[src/rtl/nem_ohmux_pkg.sv]
// Shared types and helpers for the nem_ohmux select controller: FSM states,
// default relay timing, and the encoded-to-one-hot select decoder.
package nem_ohmux_pkg;

  typedef enum logic [1:0] {
    OPEN   = 2'd0,
    BREAK  = 2'd1,
    MAKE   = 2'd2,
    CLOSED = 2'd3
  } sel_state_e;

  localparam int unsigned DEF_N_IN    = 2;
  localparam int unsigned DEF_T_OPEN  = 2;
  localparam int unsigned DEF_T_CLOSE = 3;

  // Decoder works at a fixed maximum width; callers cast the result down to N_IN.
  localparam int unsigned OH_SELW = 8;
  localparam int unsigned OH_MAXW = 1 << OH_SELW;

  function automatic logic [OH_MAXW-1:0] onehot(input logic [OH_SELW-1:0] sel);
    logic [OH_MAXW-1:0] r;
    r      = '0;
    r[sel] = 1'b1;
    return r;
  endfunction

endpackage

[src/rtl/nem_ohmux_dly_cnt.sv]
// Loadable down-counter for relay release/actuation delays; saturates at zero
// and flags done while it sits there.
module nem_ohmux_dly_cnt #(
  parameter int unsigned W = 2
) (
  input  logic         clk,
  input  logic         rst,
  input  logic         load,
  input  logic [W-1:0] load_val,
  output logic         done
);

  logic [W-1:0] cnt;

  always_ff @(posedge clk or posedge rst) begin
    if (rst) begin
      cnt <= '0;
    end else if (load) begin
      cnt <= load_val;
    end else if (cnt != '0) begin
      cnt <= cnt - 1'b1;
    end
  end

  assign done = (cnt == '0);

endmodule

[src/rtl/nem_ohmux_sel_ctrl.sv]
// Break-before-make select driver for nem_ohmux relay mux banks.
// Define NEM_OHMUX_SEL_CHK_EN to build the sticky ERR checker; otherwise ERR is 0.
module nem_ohmux_sel_ctrl
  import nem_ohmux_pkg::*;
#(
  parameter int unsigned N_IN    = DEF_N_IN,
  parameter int unsigned T_OPEN  = DEF_T_OPEN,
  parameter int unsigned T_CLOSE = DEF_T_CLOSE,
  parameter int unsigned SELW    = $clog2(N_IN)
) (
  input  logic            CP,
  input  logic            CD,
  input  logic            REQ_VALID,
  input  logic            REQ_OPEN,
  input  logic [SELW-1:0] REQ_SEL,
  output logic            REQ_READY,
  output logic [N_IN-1:0] S,
  output logic            SEL_VALID,
  output logic [SELW-1:0] CUR_SEL,
  output logic            ERR
);

  localparam int unsigned T_MAX = (T_OPEN > T_CLOSE) ? T_OPEN : T_CLOSE;
  localparam int unsigned CW    = $clog2(T_MAX + 1);
  localparam logic [CW-1:0] T_OPEN_M1  = CW'(T_OPEN - 1);
  localparam logic [CW-1:0] T_CLOSE_M1 = CW'(T_CLOSE - 1);

  sel_state_e      state;
  logic [N_IN-1:0] s_q;
  logic            sel_valid_q;
  logic [SELW-1:0] cur_sel_q;
  logic            pend_q;
  logic            ready_q;

  logic            accept;
  logic            sel_oor;
  logic            open_req;
  logic            changes;
  logic [N_IN-1:0] oh_req;
  logic [N_IN-1:0] oh_cur;
  logic            cnt_load;
  logic [CW-1:0]   cnt_val;
  logic            cnt_done;

  assign accept   = REQ_VALID && ready_q;
  assign sel_oor  = (32'(REQ_SEL) >= N_IN);
  assign open_req = REQ_OPEN || sel_oor;
  assign changes  = open_req || (REQ_SEL != cur_sel_q);
  assign oh_req   = N_IN'(onehot(OH_SELW'(REQ_SEL)));
  assign oh_cur   = N_IN'(onehot(OH_SELW'(cur_sel_q)));

  // Counter is loaded on entry to each timed state so its expiry lines up with the FSM exit edge.
  always_comb begin
    cnt_load = 1'b0;
    cnt_val  = '0;
    case (state)
      OPEN: begin
        if (accept && !open_req) begin
          cnt_load = 1'b1;
          cnt_val  = T_CLOSE_M1;
        end
      end
      CLOSED: begin
        if (accept && changes) begin
          cnt_load = 1'b1;
          cnt_val  = T_OPEN_M1;
        end
      end
      BREAK: begin
        if (cnt_done && pend_q) begin
          cnt_load = 1'b1;
          cnt_val  = T_CLOSE_M1;
        end
      end
      default: begin
        cnt_load = 1'b0;
      end
    endcase
  end

  nem_ohmux_dly_cnt #(
    .W (CW)
  ) u_dly_cnt (
    .clk      (CP),
    .rst      (CD),
    .load     (cnt_load),
    .load_val (cnt_val),
    .done     (cnt_done)
  );

  always_ff @(posedge CP or posedge CD) begin
    if (CD) begin
      state       <= OPEN;
      s_q         <= '0;
      sel_valid_q <= 1'b0;
      cur_sel_q   <= '0;
      pend_q      <= 1'b0;
      ready_q     <= 1'b1;
    end else begin
      case (state)
        OPEN: begin
          if (accept && !open_req) begin
            state     <= MAKE;
            s_q       <= oh_req;
            cur_sel_q <= REQ_SEL;
            ready_q   <= 1'b0;
          end
        end
        CLOSED: begin
          // Same-target requests fall through untouched so S never glitches.
          if (accept && changes) begin
            state       <= BREAK;
            s_q         <= '0;
            sel_valid_q <= 1'b0;
            ready_q     <= 1'b0;
            pend_q      <= !open_req;
            if (!open_req) begin
              cur_sel_q <= REQ_SEL;
            end
          end
        end
        BREAK: begin
          if (cnt_done) begin
            if (pend_q) begin
              state <= MAKE;
              s_q   <= oh_cur;
            end else begin
              state   <= OPEN;
              ready_q <= 1'b1;
            end
            pend_q <= 1'b0;
          end
        end
        MAKE: begin
          if (cnt_done) begin
            state       <= CLOSED;
            sel_valid_q <= 1'b1;
            ready_q     <= 1'b1;
          end
        end
        default: begin
          state <= OPEN;
          s_q   <= '0;
        end
      endcase
    end
  end

  assign S         = s_q;
  assign SEL_VALID = sel_valid_q;
  assign CUR_SEL   = cur_sel_q;
  assign REQ_READY = ready_q;

`ifdef NEM_OHMUX_SEL_CHK_EN
  logic err_q;

  always_ff @(posedge CP or posedge CD) begin
    if (CD) begin
      err_q <= 1'b0;
    end else if (($countones(s_q) > 1) || (accept && !REQ_OPEN && sel_oor)) begin
      err_q <= 1'b1;
    end
  end

  assign ERR = err_q;
`else
  assign ERR = 1'b0;
`endif

endmodule
[config.mk]
export PLATFORM = sky130hd
export DESIGN_NAME = nem_ohmux_sel_ctrl
export DESIGN_NICKNAME = d
export VERILOG_FILES = /design/src/rtl/nem_ohmux_pkg.sv /design/src/rtl/nem_ohmux_dly_cnt.sv /design/src/rtl/nem_ohmux_sel_ctrl.sv
export SDC_FILE = /design/constraint.sdc
export NUM_CORES = 1
export LEC_CHECK = 0
export BUFFER_PORTS_ARGS = -buffer_cell sky130_fd_sc_hd__buf_2
export CORE_MARGIN = 3
export CORE_UTILIZATION = 25
export CTS_CLUSTER_DIAMETER = 200
export DETAILED_ROUTE_END_ITERATION = 8
export HOLD_SLACK_MARGIN = 0.03
export PLACE_DENSITY_LB_ADDON = 0.15
export SYNTH_ARGS = -nofsm -noshare
export SYNTH_HDL_FRONTEND = slang
export SYNTH_SLANG_ARGS = --single-unit
[constraint.sdc]
create_clock -name CP -period 4.5 [get_ports CP]
set_clock_uncertainty 0.2 [all_clocks]
set_input_delay 0.225 -clock CP [delete_from_list [all_inputs] [get_ports CP]]
set_output_delay 0.225 -clock CP [all_outputs]
set_load 0.02 [all_outputs]
==> results.py <==
metrics = {
    "outcome": {
        "outcome": "complete, no violations",
    },
    "pwr": {
        "power_frac_clock_pct": 11.6,
        "p_sw_w": 0.000282,
        "intPower_w": 0.000337,
        "switching_share_pct": 45.6,
        "pwr-share-seq_pct": 29.8,
        "ir_drop_uv": 304,
        "comb_power_share_pct": 58.5,
        "p_leak_nw": 0.384,
        "p_per_area_nw_per_um2": 772,
    },
    "clock_tree": {
        "cts_root_buf": "clkbuf_4",
        "clkTransAtPathRegs_ns": 0.08,
        "post_cts_resized": 0,
        "cts_max_level": 1,
        "cts_tree": "yes",
        "clock_path_buffers": 2,
        "cts-buffers-inserted": 3,
        "clk_latency_ns": 0.27,
        "cts_num_sinks": 10,
    },
    "timing": {
        "clock.fmax_mhz": 471,
        "rsz0062_at_grt": "false",
        "finalSetupViolCount": 0,
        "tns_ns": 0,
        "min_period_over_period_pct": 47.2,
        "layout_min_cycle_time_ns": 2.12,
        "setup_ws_ns": 2.38,
        "finalHoldViolCount": 0,
        "maxSlewViolCount": 0,
    },
    "synthesis": {
        "synth_cell_types": 30,
        "ys_ff_latch": 10,
        "synthCells": 75,
        "synth_nets": 86,
        "yosysSeqAreaShare_pct": 35.9,
        "mappedNetlistArea_um2": 701,
        "syn_avg_cell_area_um2": 9.34,
        "yosysWarnings": 0,
    },
    "placement": {
        "post-place-ws_ns": 2.40,
        "gp_congestion": 0.739,
        "port-buffer-count": 9,
        "post_dp_cell_area_um2": 764,
        "dp_hpwl_um": 1070,
    },
    "global_route": {
        "overflow": 0,
        "grt_max_degree": 12,
        "grt_util_all_layers_pct": 10.3,
        "grt_pass1_wl_um": 2680,
        "antenna_found_initial": 0,
        "grt_pass1_vias": 567,
    },
    "worst_setup_path": {
        "cp_data_required_time_ns": 4.47,
        "cp-start-kind": "flop",
        "path_class": "reg2reg",
        "cp.arrival_ns": 2.09,
        "worst-r2r-setup-slack_ns": 2.38,
        "crit_chain": "inv_1 > ha_1 > o2bb2ai_4 > o311ai_2 > a211o_2 > mux2_4",
        "worst-path-max-fanout": 5,
        "critPathSlowestCell": "dfrtp_1",
        "endpoint_kind": "flop",
        "max_stage_delay_ns": 0.43,
        "crit_family": "compound AO/OA/AOI/OAI gates",
        "critical_path_buf_inv_count": 1,
    },
    "finish": {
        "area_delta_synth_final_pct": 14.3,
        "drive_above_1_share_pct": 22.4,
        "nFillCells": 283,
        "num_antenna_cells": 0,
        "nets": 97,
        "fin_area_um2": 801,
    },
    "routing": {
        "vias": 553,
        "post_drt_wl_per_cell_um": 12.8,
        "drtIter0Drc": 27,
        "ant_nets": 0,
        "viasPerCell": 4.81,
        "drc": 0,
        "dr.pass1.iters": 4,
        "routed_wl_um": 1470,
    },
    "die": {
        "ios": 11,
        "die_x_um": 58.9,
        "core_um2": 2570,
        "start_util_pct": 27.3,
        "die-area_um2": 3470,
        "chipHeight_um": 58.9,
        "rows": 18,
    },
    "min_path": {
        "worst_hold_path_type": "in2reg",
    },
    "run": {
        "cap_violations": 0,
    },
}
==> through the flow <==
stage / util [%] / total power, W / hold slack [ns] / instances
floorplan: - / 0.000469 / -0.136 / 75
global placement: 29.8 / 0.000558 / 0.0400 / 110
detailed placement: 29.8 / 0.000549 / 0.0427 / 110
CTS: 31.2 / 0.000623 / 0.0497 / 115
global route: 31.2 / 0.000685 / 0.0735 / 115
finish: 31.2 / 0.000618 / 0.0469 / 115
==> path summary, 6_finish.rpt <==
kind / start / endpoint / depth (start not counted)
min in group asynchronous: CD / S[1] / 3
hold reg to reg: S[1] / S[1] / 1
max in group asynchronous: CD / REQ_READY / 3
hold / removal: REQ_SEL / CUR_SEL / 2
setup / recovery: state[0] / S[1] / 6
setup reg to reg: state[0] / S[1] / 6
==> power by group through the flow <==
| stage | clock network, W | logic [W] | registers (W) |
|---|---|---|---|
| after floorplan | 0 | 0.000262 | 0.000208 |
| final | 0.0000718 | 0.000362 | 0.000185 |
| after global placement | 0 | 0.000372 | 0.000185 |
| after global routing | 0.0000781 | 0.000413 | 0.000194 |
| after CTS | 0.0000728 | 0.000365 | 0.000185 |
| after detailed placement | 0 | 0.000362 | 0.000187 |
==> final cells by class <==
| cell class | count | area [µm²] | area share [%] |
|---|---|---|---|
| timing repair buffer | 10 | 55.1 | 6.87 |
| tap | 30 | 37.5 | 4.69 |
| clock buffer | 4 | 26.3 | 3.28 |
| sequential | 10 | 251 | 31.4 |
| inverter | 8 | 30.0 | 3.75 |
| multi-input combinational | 53 | 400 | 50.0 |
==> state kept, by name (all words and copies together), names as in the netlist <==
register / cells
CUR_SEL: 1
REQ_READY: 1
S: 2
SEL_VALID: 1
pend_q: 1
state: 2
u_dly_cnt.cnt: 2
==> layout by cell type (no fill, tap or decap), drive strengths merged <==
master,count
a21oi,2
conb,1
nor2,5
o211ai,2
a31oi,1
a21o,1
ha,6
dfrtp,9
o21bai,3
nand3b,1
clkbuf,4
o21ai,7
buf,9
xor2,1
nand2b,1
mux2i,3
inv,8
nor3,1
dfstp,1
nand2,9
o2bb2ai,1
mux2,3
a32oi,1
a211o,1
dlygate4sd3,1
a311oi,1
o311ai,1
o22ai,1
==> Yosys cell counts <==
cell | n | area [µm²]
a211o_2 | 1 | 10.0
a311oi_1 | 1 | 8.76
nand2b_1 | 1 | 6.26
mux2i_1 | 3 | 30.0
ha_1 | 6 | 75.1
o2bb2ai_4 | 1 | 27.5
o22ai_1 | 1 | 6.26
a21o_1 | 1 | 7.51
inv_1 | 7 | 26.3
a31oi_1 | 1 | 6.26
mux2_1 | 1 | 11.3
nand3b_1 | 1 | 7.51
nor3_1 | 1 | 5.00
inv_2 | 1 | 3.75
mux2_2 | 1 | 11.3
mux2_4 | 1 | 15.0
o311ai_2 | 1 | 16.3
o21bai_1 | 3 | 22.5
buf_4 | 1 | 7.51
a21oi_1 | 2 | 10.0
o21ai_0 | 7 | 35.0
nor2_1 | 5 | 18.8
xor2_1 | 1 | 8.76
dfrtp_1 | 9 | 225
o211ai_1 | 2 | 15.0
clkbuf_1 | 3 | 11.3
nand2_1 | 9 | 33.8
a32oi_1 | 1 | 8.76
conb_1 | 1 | 3.75
dfstp_2 | 1 | 26.3
==> metal layers <==
layer  global-route usage [%]  vias up  part of all wire (%)  wire (µm)
li1                         -      275                     -          -
met1                     14.4      264                    51        750
met2                     14.0       12                    42        614
met3                     4.39        2                   6.1         90
met4                     3.88        0                   1.0         15
met5                        0        -                     0          0
==> cell families (layout without fill, tap and decap cells) <==
family                     count (synthesis)  after routing  synth area share, %
DFF                                       10             10                 35.9
muxes                                      6              6                 9.64
adders and majority gates                  6              6                 10.7
other                                      1              1                0.535
xor gates and xnor gates                   1              1                 1.25
and+or+nand+nor                           17             17                 10.2
AOI/OAI and AO/OA                         22             22                 24.8
buffers and inverters                     12             22                 6.96
==> repair_timing <==
action                                  in CTS  in global routing
endpoints found under the hold margin        9                  0
hold buffers                                 1                  0
setup buffers                                0                  0
endpoints found under the setup margin       0                  0
No activity file was read; power rests on OpenSTA's default activity.
